[src/rtl/led_chaser_left_right.sv]
// Single-LED chaser: one lit LED runs from MSB to LSB and wraps, stepping every STEP_DIV enabled clocks.
// Define LEDCHAY_BOUNCE_EN to build the ping-pong variant (adds a direction register).
module led_chaser_left_right #(
    parameter int WIDTH    = 8,
    parameter int STEP_DIV = 1
) (
    input  logic             clk,
    input  logic             reset,
    input  logic             en,
    output logic [WIDTH-1:0] OUT
);

    localparam int              CNT_W     = (STEP_DIV > 1) ? $clog2(STEP_DIV) : 1;
    localparam logic [CNT_W-1:0] CNT_LAST  = CNT_W'(STEP_DIV - 1);
    localparam logic [CNT_W-1:0] CNT_ONE   = CNT_W'(1);
    localparam logic [WIDTH-1:0] LEFT_LED  = {1'b1, {(WIDTH-1){1'b0}}};
    localparam logic [WIDTH-1:0] RIGHT_LED = WIDTH'(1);

    logic [CNT_W-1:0] div_cnt_q, div_cnt_d;
    logic [WIDTH-1:0] out_q, out_d;
    logic             step;

    function automatic logic is_onehot(input logic [WIDTH-1:0] v);
        return (v != '0) && ((v & (v - RIGHT_LED)) == '0);
    endfunction

    always_comb begin
        div_cnt_d = div_cnt_q;
        step      = 1'b0;
        if (en) begin
            if (div_cnt_q == CNT_LAST) begin
                div_cnt_d = '0;
                step      = 1'b1;
            end else begin
                div_cnt_d = div_cnt_q + CNT_ONE;
            end
        end
    end

    always_ff @(posedge clk or posedge reset) begin
        if (reset) begin
            div_cnt_q <= '0;
        end else begin
            div_cnt_q <= div_cnt_d;
        end
    end

`ifdef LEDCHAY_BOUNCE_EN
    typedef enum logic {
        DIR_RIGHT = 1'b0,
        DIR_LEFT  = 1'b1
    } dir_e;

    dir_e dir_q, dir_d, dir_eff;

    // End LEDs force the turn so each end is shown for exactly one step.
    always_comb begin
        out_d   = out_q;
        dir_d   = dir_q;
        dir_eff = dir_q;
        if (out_q == RIGHT_LED) begin
            dir_eff = DIR_LEFT;
        end else if (out_q == LEFT_LED) begin
            dir_eff = DIR_RIGHT;
        end
        if (step) begin
            if (!is_onehot(out_q)) begin
                out_d = LEFT_LED;
                dir_d = DIR_RIGHT;
            end else begin
                out_d = (dir_eff == DIR_LEFT) ? (out_q << 1) : (out_q >> 1);
                dir_d = dir_eff;
            end
        end
    end

    always_ff @(posedge clk or posedge reset) begin
        if (reset) begin
            out_q <= LEFT_LED;
            dir_q <= DIR_RIGHT;
        end else begin
            out_q <= out_d;
            dir_q <= dir_d;
        end
    end
`else
    // A corrupted (zero or multi-hot) pattern is replaced by the leftmost LED.
    always_comb begin
        out_d = out_q;
        if (step) begin
            if (!is_onehot(out_q) || (out_q == RIGHT_LED)) begin
                out_d = LEFT_LED;
            end else begin
                out_d = out_q >> 1;
            end
        end
    end

    always_ff @(posedge clk or posedge reset) begin
        if (reset) begin
            out_q <= LEFT_LED;
        end else begin
            out_q <= out_d;
        end
    end
`endif

    assign OUT = out_q;

endmodule

[config.mk]
export PLATFORM = sky130hd
export DESIGN_NAME = led_chaser_left_right
export DESIGN_NICKNAME = d
export VERILOG_FILES = /design/src/rtl/led_chaser_left_right.sv
export SDC_FILE = /design/constraint.sdc
export NUM_CORES = 1
export LEC_CHECK = 0
export BUFFER_PORTS_ARGS = -buffer_cell sky130_fd_sc_hd__buf_2
export CORE_AREA = 2 2 39 41
export DETAILED_ROUTE_END_ITERATION = 6
export DIE_AREA = 0 0 41 43
export MAX_ROUTING_LAYER = met4
export PLACE_DENSITY = 0.53
export SYNTH_ARGS = -nofsm -noshare
export SYNTH_HDL_FRONTEND = slang
export SYNTH_SLANG_ARGS = --single-unit
[constraint.sdc]
create_clock -name clk -period 4.8 [get_ports clk]
set_clock_uncertainty 0.1 [all_clocks]
set_input_delay 0.48 -clock clk [delete_from_list [all_inputs] [get_ports clk]]
set_output_delay 0.48 -clock clk [all_outputs]
set_load 0.03 [all_outputs]
==> flow_results.xml, run 1 <==
<?xml version="1.0" encoding="UTF-8"?>
<metrics>
  <group name="grt">
    <metric name="overall_global_routing_usage" unit="%">12.0</metric>
    <metric name="grt_max_degree" unit="">10</metric>
    <metric name="first_global_vias" unit="">288</metric>
    <metric name="global_route.usage.met2" unit="%">15.9</metric>
    <metric name="gr-usage-met3" unit="%">8.38</metric>
    <metric name="overflow" unit="">0</metric>
    <metric name="first_pass_grt_wire_length" unit="mm">1.35</metric>
    <metric name="grtUsageMet1" unit="%">15.1</metric>
    <metric name="antenna_found_initial" unit="">0</metric>
    <metric name="top_usage_layer" unit="">met2</metric>
  </group>
  <group name="logic_synthesis">
    <metric name="yosys-mux-area-fraction" unit="%">0</metric>
    <metric name="yosys-top-cells-area" unit="">sky130_fd_sc_hd__dfrtp_1, sky130_fd_sc_hd__a22o_1, sky130_fd_sc_hd__a311oi_4</metric>
    <metric name="yosys.cell_types.count" unit="">16</metric>
    <metric name="yosysSeqAreaShare" unit="%">53.0</metric>
    <metric name="post_synth_instance_area" unit="um2">380</metric>
    <metric name="ys_warn_count" unit="">0</metric>
    <metric name="synth_compound_gate_area_share" unit="%">28.6</metric>
    <metric name="post-synth-top-area-cell" unit="">sky130_fd_sc_hd__dfrtp_1</metric>
    <metric name="post_synthesis_share_of_cell_area_spent_on_full_adders_half_adders_and_majority_gates" unit="%">0</metric>
    <metric name="postSynthCellCount" unit="">32</metric>
    <metric name="synth-seq-cells" unit="">8</metric>
    <metric name="dominant_combinational_cell_family_by_area_after_synthesis" unit="">compound AO/OA/AOI/OAI gates</metric>
    <metric name="post_synth_and_or_nand_nor_area_fraction" unit="%">16.4</metric>
    <metric name="synth_top_area_share" unit="%">46.1</metric>
    <metric name="synthesized_net_count" unit="">35</metric>
    <metric name="avgSynthCellArea" unit="um2">11.9</metric>
    <metric name="synth-xor-area-share" unit="%">0</metric>
  </group>
  <group name="sta">
    <metric name="slew_headroom" unit="%">71.8</metric>
    <metric name="hold_viol_final" unit="">0</metric>
    <metric name="tns" unit="ns">0</metric>
    <metric name="slew_violations" unit="">0</metric>
    <metric name="fmaxAchievable" unit="MHz">531</metric>
    <metric name="rsz0062_at_grt" unit="">no</metric>
    <metric name="timing.final.setup_violations" unit="">0</metric>
    <metric name="post-route-min-period" unit="ns">1.88</metric>
    <metric name="fin_crit_share" unit="%">39.3</metric>
    <metric name="worst-slew-pin-transition" unit="ns">0.423</metric>
  </group>
  <group name="critical_path">
    <metric name="timing.critical_path.fanout_max" unit="">7</metric>
    <metric name="worst-endpoint-required" unit="ns">4.88</metric>
    <metric name="crit_path_end_kind" unit="">flip-flop</metric>
    <metric name="startpoint_type" unit="">flip-flop</metric>
    <metric name="crit_type" unit="">flip-flop to flip-flop</metric>
    <metric name="critPathArrivalTime" unit="ns">1.97</metric>
  </group>
  <group name="place">
    <metric name="numPortBuffers" unit="">10</metric>
    <metric name="dp_hpwl" unit="um">562</metric>
    <metric name="gp_congestion" unit="">0.744</metric>
  </group>
  <group name="detailed_routing">
    <metric name="first_pass_iters" unit="">4</metric>
    <metric name="vias" unit="">310</metric>
    <metric name="viasPerCell" unit="">5.00</metric>
    <metric name="drtIter0Drc" unit="">9</metric>
    <metric name="drtAntennaViolNets" unit="">0</metric>
    <metric name="drt_wl_total" unit="um">791</metric>
    <metric name="drcViolationCount" unit="">0</metric>
    <metric name="route.detailed.wl_per_inst" unit="um">12.8</metric>
  </group>
  <group name="pwr">
    <metric name="clock_power_share" unit="%">20.1</metric>
    <metric name="cellLeakagePower" unit="uW">0.000221</metric>
    <metric name="switching_share" unit="%">42.0</metric>
    <metric name="net-switching-power" unit="uW">115</metric>
    <metric name="sequentialPowerShare" unit="%">40.2</metric>
    <metric name="power_per_cell_area" unit="nW/um2">574</metric>
    <metric name="worst_ir_drop_vdd" unit="V">0.000203</metric>
    <metric name="cell_internal_pwr" unit="uW">159</metric>
    <metric name="totalPowerFinal" unit="uW">274</metric>
    <metric name="combinational_fraction_of_design_power" unit="%">39.8</metric>
  </group>
  <group name="cts">
    <metric name="clkSinkCount" unit="">8</metric>
    <metric name="cts.root.buffer_cell" unit="">sky130_fd_sc_hd__clkbuf_4</metric>
    <metric name="cts_tree" unit="">done</metric>
    <metric name="cts_buf_count" unit="">3</metric>
    <metric name="post_cts.resized_instances" unit="">0</metric>
    <metric name="post_cts.repair.setup_buffers" unit="">0</metric>
    <metric name="worst_setup_hold_path_clk_slew" unit="ns">0.06</metric>
    <metric name="clk_latency" unit="ns">0.25</metric>
    <metric name="cts_hold_buf" unit="">0</metric>
    <metric name="ctsLongestPathBuffers" unit="">2</metric>
    <metric name="htreeDepth" unit="">1</metric>
  </group>
  <group name="finish">
    <metric name="number_of_antenna_repair_diodes" unit="">0</metric>
    <metric name="finish.net_count" unit="">50</metric>
    <metric name="layout-drive-gt1-share" unit="%">34.8</metric>
    <metric name="fillCellCount" unit="">148</metric>
    <metric name="largest_register_ff_count" unit="">8</metric>
    <metric name="area_delta_synth_final" unit="%">25.3</metric>
  </group>
  <group name="floorplan">
    <metric name="ioPinCount" unit="">11</metric>
    <metric name="placementRows" unit="">14</metric>
    <metric name="start_util" unit="%">27.5</metric>
    <metric name="die_w" unit="um">41</metric>
    <metric name="die_h" unit="um">43</metric>
    <metric name="floorplan.die_area" unit="um2">1760</metric>
    <metric name="design.core.area" unit="um2">1380</metric>
  </group>
  <group name="job">
    <metric name="maxCapViolCount" unit="">0</metric>
  </group>
  <group name="run_status">
    <metric name="status" unit="">finished clean</metric>
  </group>
  <group name="worst_hold_path">
    <metric name="hp-class" unit="">input pin to asynchronous set/reset pin</metric>
  </group>
</metrics>
[final cells by class]
cell class | count | area [um2] | share of cell area [%]
Sequential cell | 8 | 201 | 42.3
Multi-Input combinational cell | 22 | 171 | 36.0
Timing Repair Buffer | 10 | 50.0 | 10.5
Clock buffer | 4 | 26.3 | 5.51
Tap cell | 16 | 20.0 | 4.20
Inverter | 2 | 7.51 | 1.57
[cell usage after synthesis]
library cell	count
sky130_fd_sc_hd__dfstp_2	1
sky130_fd_sc_hd__inv_1	1
sky130_fd_sc_hd__a211oi_1	2
sky130_fd_sc_hd__nor3b_1	2
sky130_fd_sc_hd__a311oi_4	1
sky130_fd_sc_hd__clkinv_1	1
sky130_fd_sc_hd__nand4b_1	1
sky130_fd_sc_hd__nand3_1	1
sky130_fd_sc_hd__nor4_1	1
sky130_fd_sc_hd__nand2_1	1
sky130_fd_sc_hd__nor4_2	1
sky130_fd_sc_hd__dfrtp_1	7
sky130_fd_sc_hd__o21ai_1	2
sky130_fd_sc_hd__nor2_1	3
sky130_fd_sc_hd__a22o_1	6
sky130_fd_sc_hd__o21ai_0	1
[per-stage QoR]
step                      area (um2)  setup WS [ns]  hold WS [ns]  util [%]  instances
final                            477           2.92        0.0566      34.4         62
after global routing             477           2.71        0.0725      34.4         62
after CTS                        477           2.88        0.0712      34.4         62
after detailed placement         450           2.91         0.349      32.5         58
after global placement           450           2.94         0.348      32.5         58
after floorplan                  380           2.97         0.195         -         32
[layer usage]
layer	wire, um	vias to the layer above
li1	-	154
met1	361	143
met2	366	11
met3	60	2
met4	4	0
met5	0	-
[cell families after synthesis]
group | count (synthesis)
buf+inv | 2
simple gates | 10
compound gates | 12
flops | 8
[power by group through the flow]
| stage | registers (uW) | logic, uW | clock network, uW |
|---|---|---|---|
| finish | 110 | 109 | 54.9 |
| global route | 115 | 118 | 63.0 |
| CTS | 110 | 111 | 57.4 |
| detailed placement | 111 | 111 | 0 |
| global placement | 111 | 110 | 0 |
| floorplan | 135 | 57.3 | 0 |
[worst paths after layout]
check                        from     end  slack [ns]  depth (start not counted)
max                        OUT[2]  OUT[1]        2.92                          4
min                         reset  OUT[4]        0.06                          2
max reg2reg                OUT[2]  OUT[1]        2.92                          4
min reg2reg                OUT[7]  OUT[7]        0.44                          2
max in group asynchronous   reset  OUT[7]        4.25                          2
min in group clk               en  OUT[7]        0.38                          3
[critical path: stages (launching register included)]
cell	delay, ns
sky130_fd_sc_hd__dfrtp_1	0.44
sky130_fd_sc_hd__nor4_2	0.41
sky130_fd_sc_hd__o21ai_1	0.18
sky130_fd_sc_hd__a311oi_4	0.49
sky130_fd_sc_hd__a22o_1	0.20
[placed cells by master (no fill, tap or decap), drive strengths merged]
cell type	count
buf	10
dfrtp	7
a22o	6
clkbuf	4
nor2	3
o21ai	3
a211oi	2
nor3b	2
nor4	2
dfstp	1
clkinv	1
nand3	1
a311oi	1
inv	1
nand4b	1
nand2	1
Power figures use the tool's default switching activity.
==> run 2, diff against run 1 <==
==> constraint.sdc (replaced) <==
create_clock -name clk -period 2 [get_ports clk]
set_clock_uncertainty 0.1 [all_clocks]
set_input_delay 0.2 -clock clk [delete_from_list [all_inputs] [get_ports clk]]
set_output_delay 0.2 -clock clk [all_outputs]
set_load 0.03 [all_outputs]
==> run 2 against run 1 <==
Hold slack better by 0.041 ns. Power is 140% higher. Global-route usage is 0.52 points higher. Via count rose by 8.4%. Sequential share of layout area fell by 2.7 points. Core utilization grew 2.4 points. Die area is the same. Cell count up 6.5%. Largest cell class unchanged. Clock power grew 130%. Register-to-register slack worse by 2.7 ns. Largest power group is now combinational logic. Critical path depth stayed put. Sequential power rose by 140%.
==> flow_results.xml, run 2 (same netlist as run 1, synthesis figures left out) <==
<?xml version="1.0" encoding="UTF-8"?>
<metrics>
  <group name="detailed_routing">
    <metric name="drtAntennaViolNets" unit="">0</metric>
    <metric name="drt_wl_total" unit="um">826</metric>
    <metric name="route.detailed.wl_per_inst" unit="um">12.5</metric>
    <metric name="drcViolationCount" unit="">0</metric>
    <metric name="viasPerCell" unit="">5.09</metric>
    <metric name="first_pass_iters" unit="">3</metric>
    <metric name="drtIter0Drc" unit="">9</metric>
    <metric name="vias" unit="">336</metric>
  </group>
  <group name="critical_path">
    <metric name="worst-endpoint-required" unit="ns">2.08</metric>
    <metric name="startpoint_type" unit="">flip-flop</metric>
    <metric name="critPathTopFamily" unit="">compound AO/OA/AOI/OAI gates</metric>
    <metric name="cp_slowest_stage_delay" unit="ns">0.49</metric>
    <metric name="critical_path.slowest_cell" unit="">sky130_fd_sc_hd__a311oi_4</metric>
    <metric name="cp.buffers_inverters" unit="">0</metric>
    <metric name="crit_path_end_kind" unit="">flip-flop</metric>
    <metric name="cp_cell_sequence" unit="">nor4_2 &gt; o21ai_1 &gt; a311oi_4 &gt; a22o_1</metric>
    <metric name="crit_type" unit="">flip-flop to flip-flop</metric>
    <metric name="timing.critical_path.fanout_max" unit="">7</metric>
    <metric name="critPathArrivalTime" unit="ns">1.91</metric>
  </group>
  <group name="sta">
    <metric name="fin_crit_share" unit="%">91.2</metric>
    <metric name="rsz0062_at_grt" unit="">no</metric>
    <metric name="slew_headroom" unit="%">71.3</metric>
    <metric name="slew_violations" unit="">0</metric>
    <metric name="worst-slew-pin-transition" unit="ns">0.430</metric>
    <metric name="timing.final.setup_violations" unit="">0</metric>
    <metric name="tns" unit="ns">0</metric>
    <metric name="hold_viol_final" unit="">0</metric>
    <metric name="fmaxAchievable" unit="MHz">548</metric>
    <metric name="post-route-min-period" unit="ns">1.82</metric>
    <metric name="final_critical_path_setup_slack" unit="ns">0.175</metric>
  </group>
  <group name="worst_hold_path">
    <metric name="hp-class" unit="">input pin to flip-flop</metric>
  </group>
  <group name="cts">
    <metric name="cts_buf_count" unit="">3</metric>
    <metric name="cts.root.buffer_cell" unit="">sky130_fd_sc_hd__clkbuf_4</metric>
    <metric name="post_cts.resized_instances" unit="">0</metric>
    <metric name="worst_setup_hold_path_clk_slew" unit="ns">0.06</metric>
    <metric name="ctsLongestPathBuffers" unit="">2</metric>
    <metric name="htreeDepth" unit="">1</metric>
    <metric name="cts_tree" unit="">done</metric>
    <metric name="clk_latency" unit="ns">0.25</metric>
    <metric name="clkSinkCount" unit="">8</metric>
  </group>
  <group name="grt">
    <metric name="global_route.usage.met2" unit="%">15.0</metric>
    <metric name="grt_max_degree" unit="">10</metric>
    <metric name="overall_global_routing_usage" unit="%">12.5</metric>
    <metric name="grtUsageMet1" unit="%">17.2</metric>
    <metric name="first_pass_grt_wire_length" unit="mm">1.36</metric>
    <metric name="antenna_found_initial" unit="">0</metric>
    <metric name="overflow" unit="">0</metric>
    <metric name="top_usage_layer" unit="">met1</metric>
    <metric name="first_global_vias" unit="">298</metric>
    <metric name="gr-usage-met3" unit="%">3.14</metric>
  </group>
  <group name="floorplan">
    <metric name="start_util" unit="%">27.5</metric>
    <metric name="ioPinCount" unit="">11</metric>
    <metric name="design.core.area" unit="um2">1380</metric>
    <metric name="placementRows" unit="">14</metric>
    <metric name="die_w" unit="um">41</metric>
    <metric name="floorplan.die_area" unit="um2">1760</metric>
    <metric name="die_h" unit="um">43</metric>
  </group>
  <group name="job">
    <metric name="maxCapViolCount" unit="">0</metric>
  </group>
  <group name="run_status">
    <metric name="status" unit="">finished clean</metric>
  </group>
  <group name="pwr">
    <metric name="power_per_cell_area" unit="nW/um2">1320</metric>
    <metric name="worst_ir_drop_vdd" unit="V">0.000506</metric>
    <metric name="cellLeakagePower" unit="uW">0.000242</metric>
  </group>
  <group name="finish">
    <metric name="largest_register_ff_count" unit="">8</metric>
    <metric name="layout.cells.most_common_list" unit="">sky130_fd_sc_hd__buf_2, sky130_fd_sc_hd__dfrtp_1, sky130_fd_sc_hd__a22o_1</metric>
    <metric name="finish.net_count" unit="">54</metric>
    <metric name="final_common_cell" unit="">sky130_fd_sc_hd__buf_2</metric>
    <metric name="layout-drive-gt1-share" unit="%">38.0</metric>
    <metric name="number_of_antenna_repair_diodes" unit="">0</metric>
    <metric name="area_delta_synth_final" unit="%">33.9</metric>
  </group>
  <group name="place">
    <metric name="numPortBuffers" unit="">10</metric>
    <metric name="gp_congestion" unit="">0.725</metric>
    <metric name="dp_hpwl" unit="um">593</metric>
    <metric name="post-place-ws" unit="ns">0.192</metric>
  </group>
</metrics>
==> run 2: cell count changes in the layout (fill, tap and decap cells not counted) <==
cell,previous run,this run
sky130_fd_sc_hd__buf_4,0,3
sky130_fd_sc_hd__dlygate4sd3_1,0,1
==> run 2: repair_timing <==
item	4_1_cts	5_1_grt
setup buffers	0	0
endpoints found under the hold margin	7	0
hold buffers	1	0
==> run 2: layout make-up <==
type / instances / area (um2)
Tap cell: 16 / 20.0
Clock buffer: 4 / 26.3
Timing Repair Buffer: 14 / 82.6
Sequential cell: 8 / 201
Multi-Input combinational cell: 22 / 171
Inverter: 2 / 7.51
Fill cell: 139 / 875
==> run 2: metal layers <==
layer  vias up  part of all wire, %
met5         -                    0
met1       159                   49
met3         2                  6.2
li1        166                    -
met2         9                   44
met4         0                 0.48
==> run 2: worst paths after layout <==
check,cells after the start,slack (ns),startpoint,to
setup / recovery,4,0.18,OUT[1],OUT[2]
hold / removal,3,0.1,en,OUT[7]
setup reg to reg,4,0.18,OUT[1],OUT[2]
hold reg to reg,2,0.44,OUT[7],OUT[7]
max in group asynchronous,3,1.18,reset,OUT[7]
min in group asynchronous,3,0.33,reset,OUT[4]
==> run 2: where the power goes <==
group          total, uW  leakage (uW)  internal, uW  switching [uW]
Clock                129     0.0000150          76.2            53.2
Sequential           262      0.000107           205            57.3
Combinational        278      0.000120           109             170
==> run 2: per-stage QoR <==
| stage | util, % | power (uW) | hold slack, ns | cell area, um2 | std cells |
|---|---|---|---|---|---|
| 2_1_floorplan | - | 462 | -0.0851 | 380 | 32 |
| 3_3_place_gp | 34.2 | 538 | 0.0666 | 473 | 61 |
| 3_5_place_dp | 34.2 | 541 | 0.0620 | 473 | 61 |
| 4_1_cts | 36.8 | 681 | 0.0852 | 509 | 66 |
| 5_1_grt | 36.8 | 719 | 0.0811 | 509 | 66 |
| 6_report | 36.8 | 670 | 0.0975 | 509 | 66 |
==> run 2: worst min-delay path: cells and delay by family <==
family / cells / cell delay [ns]
buf+inv: 1 / 0.09
simple gates: 2 / 0.12
==> run 3, diff against run 2 <==
--- a/config.mk
+++ b/config.mk
@@ -10,7 +10,7 @@
 export DETAILED_ROUTE_END_ITERATION = 6
 export DIE_AREA = 0 0 41 43
 export MAX_ROUTING_LAYER = met4
-export PLACE_DENSITY = 0.53
+export PLACE_DENSITY = 0.55
 export SYNTH_ARGS = -nofsm -noshare
 export SYNTH_HDL_FRONTEND = slang
 export SYNTH_SLANG_ARGS = --single-unit
==> constraint.sdc (replaced) <==
create_clock -name clk -period 1.6 [get_ports clk]
set_clock_uncertainty 0.1 [all_clocks]
set_input_delay 0.16 -clock clk [delete_from_list [all_inputs] [get_ports clk]]
set_output_delay 0.16 -clock clk [all_outputs]
set_load 0.03 [all_outputs]
==> run 3 against run 2 <==
The run now ends with negative setup slack left. Sequential power rose by 21%. Power rose by 47%. Largest power group unchanged. Critical endpoint is now OUT[6]. Hold slack got worse by 0.038 ns. Via count rose by 8.0%. Critical path depth rose by 2. Core utilization rose by 6.1 points. Flip-flop and latch count did not move. Clock power rose by 29%. Global-route usage barely moved. Largest cell class unchanged. Non-clock buffer count rose by 9. Sequential share of layout area fell by 5.0 points.
==> flow_results.xml, run 3 (same netlist as run 1, synthesis figures left out) <==
<?xml version="1.0" encoding="UTF-8"?>
<metrics>
  <group name="run_status">
    <metric name="status" unit="">finished with violations</metric>
    <metric name="violations" unit="">negative setup slack</metric>
  </group>
  <group name="sta">
    <metric name="fin_crit_share" unit="%">108</metric>
    <metric name="holdWs" unit="ns">0.0594</metric>
    <metric name="tns" unit="ns">-0.733</metric>
    <metric name="final_critical_path_setup_slack" unit="ns">-0.132</metric>
    <metric name="post-route-min-period" unit="ns">1.73</metric>
    <metric name="fmaxAchievable" unit="MHz">577</metric>
    <metric name="worst-slew-pin-transition" unit="ns">0.311</metric>
    <metric name="slew_headroom" unit="%">79.1</metric>
    <metric name="rsz0062_at_grt" unit="">yes</metric>
    <metric name="hold_viol_final" unit="">0</metric>
    <metric name="timing.final.setup_violations" unit="">7</metric>
    <metric name="slew_violations" unit="">0</metric>
  </group>
  <group name="critical_path">
    <metric name="cp.buffers_inverters" unit="">1</metric>
    <metric name="critical_path.slowest_cell" unit="">sky130_fd_sc_hd__dfrtp_2</metric>
    <metric name="critPathArrivalTime" unit="ns">1.77</metric>
    <metric name="crit-reg2reg-launch" unit="">OUT[4]</metric>
    <metric name="reg2reg_setup_slack" unit="ns">-0.13</metric>
    <metric name="crit_start" unit="">OUT[4]</metric>
    <metric name="crit_type" unit="">flip-flop to flip-flop</metric>
    <metric name="timing.critical_path.fanout_max" unit="">4</metric>
    <metric name="startpoint_type" unit="">flip-flop</metric>
    <metric name="crit_path_end_kind" unit="">flip-flop</metric>
    <metric name="cp_slowest_stage_delay" unit="ns">0.43</metric>
    <metric name="worst-endpoint-required" unit="ns">1.64</metric>
    <metric name="cp_cell_sequence" unit="">nor4_4 &gt; nor4_1 &gt; o21ai_1 &gt; a311oi_4 &gt; buf_4 &gt; a22o_1</metric>
    <metric name="critPathTopFamily" unit="">simple AND/OR/NAND/NOR gates</metric>
  </group>
  <group name="place">
    <metric name="post-place-ws" unit="ns">-0.0852</metric>
    <metric name="gp_congestion" unit="">0.735</metric>
    <metric name="placedCellCount" unit="">68</metric>
    <metric name="numPortBuffers" unit="">10</metric>
    <metric name="dp_hpwl" unit="um">661</metric>
  </group>
  <group name="cts">
    <metric name="ctsLongestPathBuffers" unit="">2</metric>
    <metric name="cts.root.buffer_cell" unit="">sky130_fd_sc_hd__clkbuf_4</metric>
    <metric name="clkSinkCount" unit="">8</metric>
    <metric name="clk_latency" unit="ns">0.25</metric>
    <metric name="htreeDepth" unit="">1</metric>
    <metric name="cts_buf_count" unit="">3</metric>
    <metric name="cts_tree" unit="">done</metric>
    <metric name="worst_setup_hold_path_clk_slew" unit="ns">0.06</metric>
  </group>
  <group name="grt">
    <metric name="gr-usage-met3" unit="%">3.14</metric>
    <metric name="antenna_found_initial" unit="">0</metric>
    <metric name="first_pass_grt_wire_length" unit="mm">1.43</metric>
    <metric name="top_usage_layer" unit="">met1</metric>
    <metric name="overall_global_routing_usage" unit="%">12.5</metric>
    <metric name="overflow" unit="">0</metric>
    <metric name="first_global_vias" unit="">333</metric>
    <metric name="global_route.usage.met2" unit="%">16.3</metric>
    <metric name="grtUsageMet1" unit="%">17.7</metric>
    <metric name="grt_max_degree" unit="">9</metric>
  </group>
  <group name="floorplan">
    <metric name="design.core.area" unit="um2">1380</metric>
    <metric name="start_util" unit="%">27.5</metric>
    <metric name="placementRows" unit="">14</metric>
    <metric name="die_h" unit="um">43</metric>
    <metric name="floorplan.die_area" unit="um2">1760</metric>
    <metric name="ioPinCount" unit="">11</metric>
    <metric name="die_w" unit="um">41</metric>
  </group>
  <group name="finish">
    <metric name="layout-drive-gt1-share" unit="%">54.2</metric>
    <metric name="finish.net_count" unit="">63</metric>
    <metric name="largest_register_ff_count" unit="">8</metric>
    <metric name="number_of_antenna_repair_diodes" unit="">0</metric>
    <metric name="area_delta_synth_final" unit="%">55.9</metric>
    <metric name="layout.cells.most_common_list" unit="">sky130_fd_sc_hd__buf_4, sky130_fd_sc_hd__buf_2, sky130_fd_sc_hd__a22o_1</metric>
    <metric name="final_common_cell" unit="">sky130_fd_sc_hd__buf_4</metric>
    <metric name="final_cell_count_no_fill" unit="">75</metric>
  </group>
  <group name="detailed_routing">
    <metric name="vias" unit="">363</metric>
    <metric name="drtIter0Drc" unit="">4</metric>
    <metric name="route.detailed.wl_per_inst" unit="um">12.1</metric>
    <metric name="viasPerCell" unit="">4.84</metric>
    <metric name="drt_wl_total" unit="um">909</metric>
    <metric name="drtAntennaViolNets" unit="">0</metric>
    <metric name="drcViolationCount" unit="">0</metric>
    <metric name="first_pass_iters" unit="">4</metric>
  </group>
  <group name="pwr">
    <metric name="power_per_cell_area" unit="nW/um2">1660</metric>
    <metric name="cellLeakagePower" unit="uW">0.000288</metric>
    <metric name="totalPowerFinal" unit="uW">983</metric>
    <metric name="worst_ir_drop_vdd" unit="V">0.000840</metric>
  </group>
  <group name="worst_hold_path">
    <metric name="hp-class" unit="">input pin to flip-flop</metric>
    <metric name="timing.hold.worst.start" unit="">en</metric>
  </group>
  <group name="job">
    <metric name="maxCapViolCount" unit="">0</metric>
  </group>
</metrics>
## run 3: area by class of cell
| cell class | instances | area, um2 |
|---|---|---|
| fillers | 149 | 791 |
| multi-input cells | 22 | 184 |
| repair buffers | 23 | 150 |
| inverters | 2 | 7.51 |
| well taps | 16 | 20.0 |
| flip-flops and latches | 8 | 205 |
| clock buffers | 4 | 26.3 |
## run 3: report_power, final
part | total, uW | switching, uW | internal, uW
Sequential | 317 | 59.8 | 257
Combinational | 499 | 252 | 247
Clock | 167 | 71.8 | 95.6
## run 3: stage by stage
stage               area [um2]  util (%)
finish                     593      42.9
global route               593      42.9
global placement           538      38.9
CTS                        586      42.3
floorplan                  393         -
detailed placement         538      38.9
## run 3: tightest hold or removal path, delay by kind of cell
family | cells | cell delay (ns)
AND/OR/NAND/NOR | 2 | 0.13
buffers and inverters | 1 | 0.11
## run 3: path summary, 6_finish.rpt
| kind | to | cells past startpoint |
|---|---|---|
| worst max-delay path | OUT[6] | 6 |
| worst min-delay path | OUT[7] | 3 |
| worst max register to register | OUT[6] | 6 |
| worst min register to register | OUT[6] | 1 |
| max in group asynchronous | OUT[7] | 3 |
| min in group asynchronous | OUT[3] | 3 |
## run 3: timing repair
item                       4_1_cts  5_1_grt
gates cloned                     0        0
resized for setup                1        0
buffers inserted                 1        1
pin swaps                        1        1
hold endpoints to repair         7        0
hold buffers                     1        0
setup endpoints to repair        7        7
## run 3: layer usage
layer	wire (um)	share of wire (%)
met5	0	0
met1	435	48
met4	0	0
met2	420	46
met3	52	5.7
